--- config.mk ---
export PLATFORM = sky130hd
export DESIGN_NAME = seg_scan_3dig_flat
export DESIGN_NICKNAME = d
export VERILOG_FILES = /design/src/rtl/seg_scan_3dig_if.sv /design/src/rtl/seg_scan_3dig.sv /design/src/flat_wrapper.sv
export SDC_FILE = /design/constraint.sdc
export NUM_CORES = 1
export LEC_CHECK = 0
export ABC_AREA = 1
export BUFFER_PORTS_ARGS = -buffer_cell sky130_fd_sc_hd__buf_2
export CORE_UTILIZATION = 50
export DETAILED_ROUTE_END_ITERATION = 8
export PLACE_DENSITY = 0.7
export SYNTH_ARGS = -nofsm -noshare
export SYNTH_HDL_FRONTEND = slang
export SYNTH_SLANG_ARGS = --single-unit
--- constraint.sdc ---
create_clock -name clk -period 2.44 [get_ports clk]
set_input_delay 0.61 -clock clk [delete_from_list [all_inputs] [get_ports clk]]
set_output_delay 0.61 -clock clk [all_outputs]
set_load 0.005 [all_outputs]
--- src/rtl/seg_scan_3dig_if.sv ---
// ============================================================================
// Module   : seg_scan_3dig_if
// Brief    : Bus bundle between the segment-code producer and the 3-digit
//            scanner: code load strobe, zero-blank level, scanned outputs.
// Revision : 1.0 - initial release
// ============================================================================
`default_nettype none

interface seg_scan_3dig_if;
    logic [23:0] code;
    logic        code_valid;
    logic        lz_en;
    logic [7:0]  seg;
    logic [2:0]  dig;
    logic        frame_done;

    // Producer side: supplies codes, observes the display drive
    modport master (
        output code,
        output code_valid,
        output lz_en,
        input  seg,
        input  dig,
        input  frame_done
    );

    // Scanner side
    modport slave (
        input  code,
        input  code_valid,
        input  lz_en,
        output seg,
        output dig,
        output frame_done
    );
endinterface

`default_nettype wire

--- src/rtl/seg_scan_3dig.sv ---
// ============================================================================
// Module   : seg_scan_3dig
// Brief    : Time-multiplexes three 8-bit segment codes onto one segment bus
//            and three digit enables, with frame-boundary (tear-free) update,
//            a blank interval at the start of every digit slot and optional
//            leading-zero suppression.
// Revision : 1.0 - initial release
// ============================================================================
`default_nettype none

module seg_scan_3dig #(
    parameter int DIV         = 50000,
    parameter int BLANK       = 500,
    parameter bit SEG_ACT_LOW = 1'b1,
    parameter bit DIG_ACT_LOW = 1'b1
) (
    input  wire                  clk,
    input  wire                  rst,   // asynchronous, active low
    seg_scan_3dig_if.slave       bus
);

    localparam int             CNT_W   = (DIV > 1) ? $clog2(DIV) : 1;
    localparam logic [CNT_W-1:0] CNT_MAX = CNT_W'(DIV - 1);
    localparam logic [CNT_W-1:0] BLK_END = CNT_W'(BLANK);
    localparam logic [7:0]       ZERO_CODE = 8'hfc;

    typedef enum logic [0:0] {
        ST_BLANK = 1'b0,
        ST_DRIVE = 1'b1
    } state_t;

    state_t           state_q, state_d;
    logic [CNT_W-1:0] cnt_q, cnt_d;
    logic [1:0]       idx_q, idx_d;
    logic [23:0]      shadow_q, shadow_d;
    logic [23:0]      disp_q, disp_d;
    logic             pending_q, pending_d;
    logic             frame_done_q, frame_done_d;

    logic             frame_end;
    logic             slot_wrap;
    logic             hund_sup;
    logic             tens_sup;
    logic             digit_sup;
    logic [7:0]       seg_raw;
    logic [2:0]       dig_raw;

    // Slot counter / digit index advance and the load/transfer datapath
    always_comb begin
        slot_wrap = (cnt_q == CNT_MAX);
        frame_end = slot_wrap && (idx_q == 2'd2);

        cnt_d = slot_wrap ? '0 : cnt_q + 1'b1;
        idx_d = idx_q;
        if (slot_wrap) begin
            idx_d = (idx_q == 2'd2) ? 2'd0 : idx_q + 2'd1;
        end

        shadow_d  = shadow_q;
        pending_d = pending_q;
        disp_d    = disp_q;
        if (bus.code_valid) begin
            shadow_d  = bus.code;
            pending_d = 1'b1;
        end
        // A strobe landing on the frame-end cycle bypasses the shadow so the
        // new value still makes the very next frame.
        if (frame_end) begin
            pending_d = 1'b0;
            if (bus.code_valid) begin
                disp_d = bus.code;
            end else if (pending_q) begin
                disp_d = shadow_q;
            end
        end

        frame_done_d = frame_end;
    end

    // Next-state: evaluated on the upcoming cnt/idx/disp so outputs move on
    // the same edge as the counter. Suppressed digits stay blank all slot.
    always_comb begin
        hund_sup  = bus.lz_en && (disp_d[23:16] == ZERO_CODE);
        tens_sup  = hund_sup && (disp_d[15:8] == ZERO_CODE);
        digit_sup = ((idx_d == 2'd2) && hund_sup) || ((idx_d == 2'd1) && tens_sup);

        state_d = ST_DRIVE;
        if ((cnt_d < BLK_END) || digit_sup) begin
            state_d = ST_BLANK;
        end
    end

    // State and datapath registers
    always_ff @(posedge clk or negedge rst) begin
        if (!rst) begin
            state_q      <= ST_BLANK;
            cnt_q        <= '0;
            idx_q        <= 2'd0;
            shadow_q     <= 24'd0;
            disp_q       <= 24'd0;
            pending_q    <= 1'b0;
            frame_done_q <= 1'b0;
        end else begin
            state_q      <= state_d;
            cnt_q        <= cnt_d;
            idx_q        <= idx_d;
            shadow_q     <= shadow_d;
            disp_q       <= disp_d;
            pending_q    <= pending_d;
            frame_done_q <= frame_done_d;
        end
    end

    // Output decode from registers only, so reset blanks the display at once
    always_comb begin
        seg_raw = 8'h00;
        dig_raw = 3'b000;
        if (state_q == ST_DRIVE) begin
            dig_raw = 3'b001 << idx_q;
            case (idx_q)
                2'd0:    seg_raw = disp_q[7:0];
                2'd1:    seg_raw = disp_q[15:8];
                default: seg_raw = disp_q[23:16];
            endcase
        end
    end

    assign bus.seg        = SEG_ACT_LOW ? ~seg_raw : seg_raw;
    assign bus.dig        = DIG_ACT_LOW ? ~dig_raw : dig_raw;
    assign bus.frame_done = frame_done_q;

endmodule

`default_nettype wire

--- src/flat_wrapper.sv ---
// flat-port wrapper written by rule: the top's interface ports become plain ports
module seg_scan_3dig_flat 
#(
    parameter int DIV         = 50000,
    parameter int BLANK       = 500,
    parameter bit SEG_ACT_LOW = 1'b1,
    parameter bit DIG_ACT_LOW = 1'b1
)
  (clk, rst, bus_code, bus_code_valid, bus_lz_en, bus_seg, bus_dig, bus_frame_done);
  seg_scan_3dig_if bus_i ();
  input  wire clk;
  input  wire rst;
  input wire logic [$bits(bus_i.code)-1:0] bus_code;
  input wire logic [$bits(bus_i.code_valid)-1:0] bus_code_valid;
  input wire logic [$bits(bus_i.lz_en)-1:0] bus_lz_en;
  output wire logic [$bits(bus_i.seg)-1:0] bus_seg;
  output wire logic [$bits(bus_i.dig)-1:0] bus_dig;
  output wire logic [$bits(bus_i.frame_done)-1:0] bus_frame_done;
  assign bus_i.code = bus_code;
  assign bus_i.code_valid = bus_code_valid;
  assign bus_i.lz_en = bus_lz_en;
  assign bus_seg = bus_i.seg;
  assign bus_dig = bus_i.dig;
  assign bus_frame_done = bus_i.frame_done;
  seg_scan_3dig #(.DIV(DIV), .BLANK(BLANK), .SEG_ACT_LOW(SEG_ACT_LOW), .DIG_ACT_LOW(DIG_ACT_LOW)) u_core (.clk(clk), .rst(rst), .bus(bus_i));
endmodule
=== After elaboration in Yosys (flattened, before gate mapping) ===
Index checks and enable logic that the tools add are counted.
Widths: inputs -> output; s select.

* Output and inout port bits: 12
* Flip-flop bits (word level): 69
* Input bits: 28
* Word-level logic and storage cells: 44

* Mux-type cells: 12
* Shift-type cells: 1
* Reduce and logical (&&, ||, !) cells: 11
* Bitwise gates (word level): 2
* $add $sub $neg: 2
* Magnitude comparators: 1
* Equal/unequal tests: 7

{| class="wikitable"
|+ Operator list
! cell !! count
|-
| $mux 24 || 3
|-
| $add 16x1->16 const B || 1
|-
| $eq 16x16->1 const B || 1
|-
| $eq 8x8->1 const B || 2
|-
| $lt 16x9->1 const B || 1
|-
| $mux 16 || 1
|-
| $pmux 8 s2 || 1
|-
| $mux 8 || 1
|-
| $not 8->8 || 1
|-
| $logic_and 1x1->1 || 5
|-
| $eq 2x1->1 const B || 2
|-
| $eq 2x2->1 const B || 2
|-
| $mux 2 || 2
|-
| $reduce_bool 2->1 || 2
|-
| $mux 1 || 3
|-
| $mux 3 || 1
|-
| $not 3->3 || 1
|-
| $shl 1x2->3 const A || 1
|-
| $add 2x1->2 const B || 1
|-
| $logic_not 2->1 || 1
|-
| $logic_or 1x1->1 || 2
|-
| $reduce_and 2->1 || 1
|}

=== Logic depth before layout (Yosys ltp) ===
* Depth after elaboration: 10
* Depth in mapped cells: 13
* Mapped depth without buffers: 13

=== Worst setup path before layout ===
No wires, ideal clock.

* Path kind: input port to flip-flop
* Start: in bus_code_valid
* End: reg u_core.state_q
* Data arrival time: 1.674 ns
* Setup slack: 0.646 ns
* Library setup time: 0.120 ns
* Data required time: 2.320 ns
* Cell stages on the path: 10
* Path buffers: 2
* Path through: buf_2 > inv_2 > clkbuf_1 > o21ai_0 > nand2_1 > nand2_1 > nor2_1 > nand3_1 > nor2_2 > a21oi_2

* Cells in the longest elaborated chain, start to end: 9
* Elaborated cells on any way between the ends: 11
* Those cells by class: eq/ne (2); mux (3); reduce/logical (6)

{| class="wikitable"
|+ RTL lines
! item !! line !! RTL
|-
| start: declaration || flat_wrapper.sv:14 || <nowiki>input wire logic [$bits(bus_i.code_valid)-1:0] bus_code_valid;</nowiki>
|-
| $mux 24 * || seg_scan_3dig.sv:70 || <nowiki>if (bus.code_valid) begin</nowiki>
|-
| $mux 24 * || seg_scan_3dig.sv:68 || <nowiki>if (frame_end) begin</nowiki>
|-
| $eq 8x8->1 || seg_scan_3dig.sv:83 || <nowiki>hund_sup = bus.lz_en && (disp_d[23:16] == ZERO_CODE);</nowiki>
|-
| $logic_and 1x1->1 || seg_scan_3dig.sv:83 ||
|-
| $logic_and 1x1->1 || seg_scan_3dig.sv:84 || <nowiki>tens_sup = hund_sup && (disp_d[15:8] == ZERO_CODE);</nowiki>
|-
| $logic_and 1x1->1 || seg_scan_3dig.sv:85 || <nowiki>digit_sup = ((idx_d == 2'd2) && hund_sup) || ((idx_d == 2'd1) && tens_sup);</nowiki>
|-
| $logic_or 1x1->1 * || seg_scan_3dig.sv:85 ||
|-
| $logic_or 1x1->1 * || seg_scan_3dig.sv:88 || <nowiki>if ((cnt_d < BLK_END) || digit_sup) begin</nowiki>
|-
| $mux 1 * || seg_scan_3dig.sv:88 ||
|-
| named net u_core.state_d || seg_scan_3dig.sv:32 || <nowiki>state_t state_q, state_d;</nowiki>
|-
| end signal: assignment || seg_scan_3dig.sv:104 || <nowiki>state_q <= state_d;</nowiki>
|-
| end: declaration || seg_scan_3dig.sv:32 ||
|}

The timed path passes the listed nets; every way through them passes the cells marked *.
A chain may end at the register's enable or synchronous reset.

=== Final worst setup path ===
* Start: reg u_core.idx_q[0]
* End: out bus_seg[5]

* Cells in the longest elaborated chain, start to end: 4
* Elaborated cells on any way between the ends: 5
* Those cells by class: eq/ne (1); mux (2); bitwise (1); reduce/logical (1)

{| class="wikitable"
|+ RTL lines
! item !! line !! RTL
|-
| start: declaration || seg_scan_3dig.sv:34 || <nowiki>logic [1:0] idx_q, idx_d;</nowiki>
|-
| start signal: assignment || seg_scan_3dig.sv:106 || <nowiki>idx_q <= idx_d;</nowiki>
|-
| $eq 2x1->1 or $logic_not 2->1 (tied branches) || seg_scan_3dig.sv:120 || <nowiki>case (idx_q)</nowiki>
|-
| $pmux 8 s2 * || seg_scan_3dig.sv:120 ||
|-
| $mux 8 * || seg_scan_3dig.sv:118 || <nowiki>if (state_q == ST_DRIVE) begin</nowiki>
|-
| $not 8->8 * || seg_scan_3dig.sv:128 || <nowiki>assign bus.seg = SEG_ACT_LOW ? ~seg_raw : seg_raw;</nowiki>
|-
| end: declaration || flat_wrapper.sv:16 || <nowiki>output wire logic [$bits(bus_i.seg)-1:0] bus_seg;</nowiki>
|}

Every way passes the cells marked *; elsewhere a longest branch is shown, timed or not.

==> out/summary.txt <==
RUN STATUS
--------------------------------------------------------------------------------------
Status                                                                       completed

LOGIC SYNTHESIS
--------------------------------------------------------------------------------------
Post-Synthesis Net Count                                                           541
Dominant cell type by area after synthesis                                     dfrtp_1
Post-Synthesis Cells                                                               512
Number of synthesized register bits                                                 69
Number of enable-type register cells in the synthesized netlist                      0
Most frequent cells after synthesis                                       nand2_1, dfrtp_1, inv_1
Share of the yosys chip area belonging to registers                              0.455
Most instantiated flip-flop cell in the synthesis netlist                      dfrtp_1
Yosys warning count                                                                  0
Average cell area after synthesis                                           7.41 sq um
Area of the mapped netlist                                                0.00379 sq mm
Top-count cell post-synth                                                      nand2_1
Proportion of netlist area held by the largest area contributor                  0.455
Async SR Flop Fraction                                                            1.00
Number of distinct standard cells referenced by the synthesized netlist             34
Synth area leaders                                                        dfrtp_1, nand2_1, inv_1

GLOBAL ROUTING
--------------------------------------------------------------------------------------
Maximum number of pins on one net before global-route repair                        47
GRT met1 Usage                                                                   0.364
GRT overflow                                                                         0
Initial antenna violation count                                                      0
First-pass GRT wire length                                                     14.8 mm
Fraction of met3 tracks used by global routing                                  0.0416
Met2 usage in global routing                                                     0.370
Overall global routing resource usage                                            0.248
Busiest metal layer after global routing                                          met2
Vias in the first global route                                                    3105

FLOW RUN
--------------------------------------------------------------------------------------
Max capacitance violation total                                                      0

FINAL LAYOUT
--------------------------------------------------------------------------------------
Fin nets                                                                           585
Fraction of final layout cells sized beyond drive strength 1                     0.185
Number of antenna cells inserted                                                     0
Number of fill cells in the layout                                                 719
Layout overhead on the synthesized area                                          14.7%
Multi-input combinational cell area                                       0.00176 sq mm
Footprint of the flip-flops and latches                                   0.00173 sq mm

SETUP PATH
--------------------------------------------------------------------------------------
R2R Path Start                                                            u_core.cnt_q[0]$_DFF_PN0_
Sort of element at the start of the critical path                             register
Critical setup path kind                                                  register to output pin
Worst-path cell with the longest stage delay                                   dfrtp_1
CP bufs+invs                                                                         2
Worst-case register-to-register setup slack                                    0.26 ns
Required time at the endpoint of the critical path                             1.83 ns
FF-to-FF End                                                              u_core.state_q$_DFF_PN0_
Critical Path, Cell by Cell                                               nor2_1 > inv_1 > o221ai_1 > buf_2
Endpoint kind of the worst setup timing path                                output pin
Crit path arrival time                                                         1.68 ns
Largest incremental delay on the critical path                                 0.46 ns
Number of cells on the worst reg-to-reg path                                        10
Largest fanout on the critical path                                                  6
Cell family with most CP delay                                              flip-flops

STA
--------------------------------------------------------------------------------------
Worst-margin pin slew                                                         0.572 ns
Time the final worst path needs with I/O delays and setup                      2.29 ns
Clock Skews                                                                 0.00683 ns
Achievable frequency                                                           436 MHz
Final setup viols                                                                    0
Final Hold Fails                                                                     0
Slew Limit Headroom                                                              0.619
Setup TNS after final layout                                                      0 ns
Number of max-slew violations in the final report                                    0
Setup slack after layout                                                      0.146 ns
Setup repair after global routing missed its margin                              false
Ratio of final minimum period to clock period                                    0.940

CTS
--------------------------------------------------------------------------------------
Insertion delay to the later sink of the worst-skew pair                       0.35 ns
CTS Sinks                                                                           69
Worst-case clock buffer depth                                                        2
Number of buffers inserted by post-CTS setup repair                                  0
Total clock buffers created by CTS                                                   9
Count of hold-fix buffers inserted at cts                                            0
Htree depth                                                                          3
Post-CTS sizing                                                                      0
CTS tree                                                                          done
CTS clk-pin slew, worst paths                                                  0.08 ns
Master cell of the clock root buffer                                          clkbuf_8

FLOORPLAN
--------------------------------------------------------------------------------------
Full die area                                                             0.00794 sq mm
Core Box Area                                                             0.00729 sq mm
I/O pins                                                                            40
Number of placement rows                                                            31
Initial core utilization                                                         0.520
Die outline height                                                        89.1 microns
Die Span X                                                                89.1 microns

ROUTING
--------------------------------------------------------------------------------------
Remaining DRCs                                                                       0
Detailed-route wire length                                                     8.73 mm
ANT nets after route                                                                 0
Detailed-router iteration count before antenna repair                                4
Detail-routed net length per standard cell                                13.2 microns
DR vias                                                                           3265
Iteration-0 DRC Markers                                                            181
Ratio of routed vias to standard cells                                            4.95

PWR
--------------------------------------------------------------------------------------
Power density relative to cell area                                        574 mW/mm^2
IR Drop Worst-Case VDD                                                      0.000352 V
Leakage                                                                        2.37 nW

PLACEMENT
--------------------------------------------------------------------------------------
Quantity of I/O buffers inserted on ports                                           39
Global placer's final weighted congestion                                        0.910
Detailed Place HPWL                                                            6.40 mm
Post-place setup slack                                                        0.262 ns

WORST HOLD PATH
--------------------------------------------------------------------------------------
Class of the worst hold path                                              input port to asynchronous set/reset pin

-- worst max-delay path by stage --
stage	to	start	cells after the start	slack, ns
6_report	bus_seg[5]	u_core.idx_q[0]$_DFF_PN0_	4	0.15
5_1_grt	bus_seg[1]	u_core.idx_q[1]$_DFF_PN0_	7	0.01
4_1_cts	bus_seg[0]	u_core.idx_q[1]$_DFF_PN0_	7	0.09
3_5_place_dp	u_core.state_q$_DFF_PN0_	u_core.cnt_q[0]$_DFF_PN0_	10	0.26
3_3_place_gp	u_core.state_q$_DFF_PN0_	u_core.cnt_q[0]$_DFF_PN0_	10	0.31
2_1_floorplan	u_core.state_q$_DFF_PN0_	bus_code_valid	10	0.65
-- registers in the layout, indices dropped and copies added (netlist names) --
signal                 flops
u_core.state_q             1
u_core.idx_q               2
u_core.disp_q             24
u_core.bus.frame_done      1
u_core.cnt_q              16
u_core.shadow_q           24
u_core.pending_q           1
-- power by group --
group | leakage (nW) | switching (mW) | internal, mW | total [mW]
clock | 0.121 | 0.439 | 0.707 | 1.15
sequential | 0.860 | 0.0152 | 1.18 | 1.20
combinational | 1.39 | 0.0950 | 0.0563 | 0.151
-- cell type report --
class                           count  share of cell area
Tap cell                           99              0.0285
Inverter                           69              0.0595
Clock inverter                      4              0.0219
Clock buffer                       12              0.0334
Multi-Input combinational cell    363               0.403
Timing Repair Buffer               44              0.0564
Sequential cell                    69               0.397
-- per-layer routing --
layer | vias up | wire, microns
li1 | 1670 | -
met1 | 1519 | 4350
met2 | 66 | 3910
met3 | 10 | 347
met4 | 0 | 115
met5 | - | 0
-- stage by stage --
stage / area (sq um) / utilization / hold slack [ns] / std cells / power (mW)
detailed placement: 4110 / 0.564 / 0.457 / 644 / 1.38
global route: 4350 / 0.597 / 0.299 / 660 / 2.59
floorplan: 3790 / - / 0.314 / 512 / 1.30
finish: 4350 / 0.597 / 0.250 / 660 / 2.50
CTS: 4350 / 0.597 / 0.270 / 660 / 2.52
global placement: 4110 / 0.564 / 0.449 / 644 / 1.37
-- logic make-up after synthesis --
logic type,after synthesis,share of synthesized area
buffers and inverters,80,0.0824
xor gates and xnor gates,3,0.00693
DFF,69,0.455
and+or+nand+nor,306,0.370
AOI/OAI and AO/OA,53,0.0824
adders and majority gates,1,0.00330
-- placed cells by master, fill, tap and decap left out, types with 4 or more instances in the layout --
master	netlist	layout
nand2_1	199	199
dfrtp_1	69	68
inv_1	58	58
nor2_1	43	43
buf_2	4	39
o21ai_0	28	28
nand3_1	24	24
inv_2	10	10
clkbuf_8	0	10
a21oi_1	8	8
nor2_2	7	7
o221ai_1	6	6
nor2_4	5	5
nand2_2	5	5
nand4_1	4	4
nor2_8	4	4
buf_4	2	4
No activity file was read; power rests on OpenSTA's default activity.
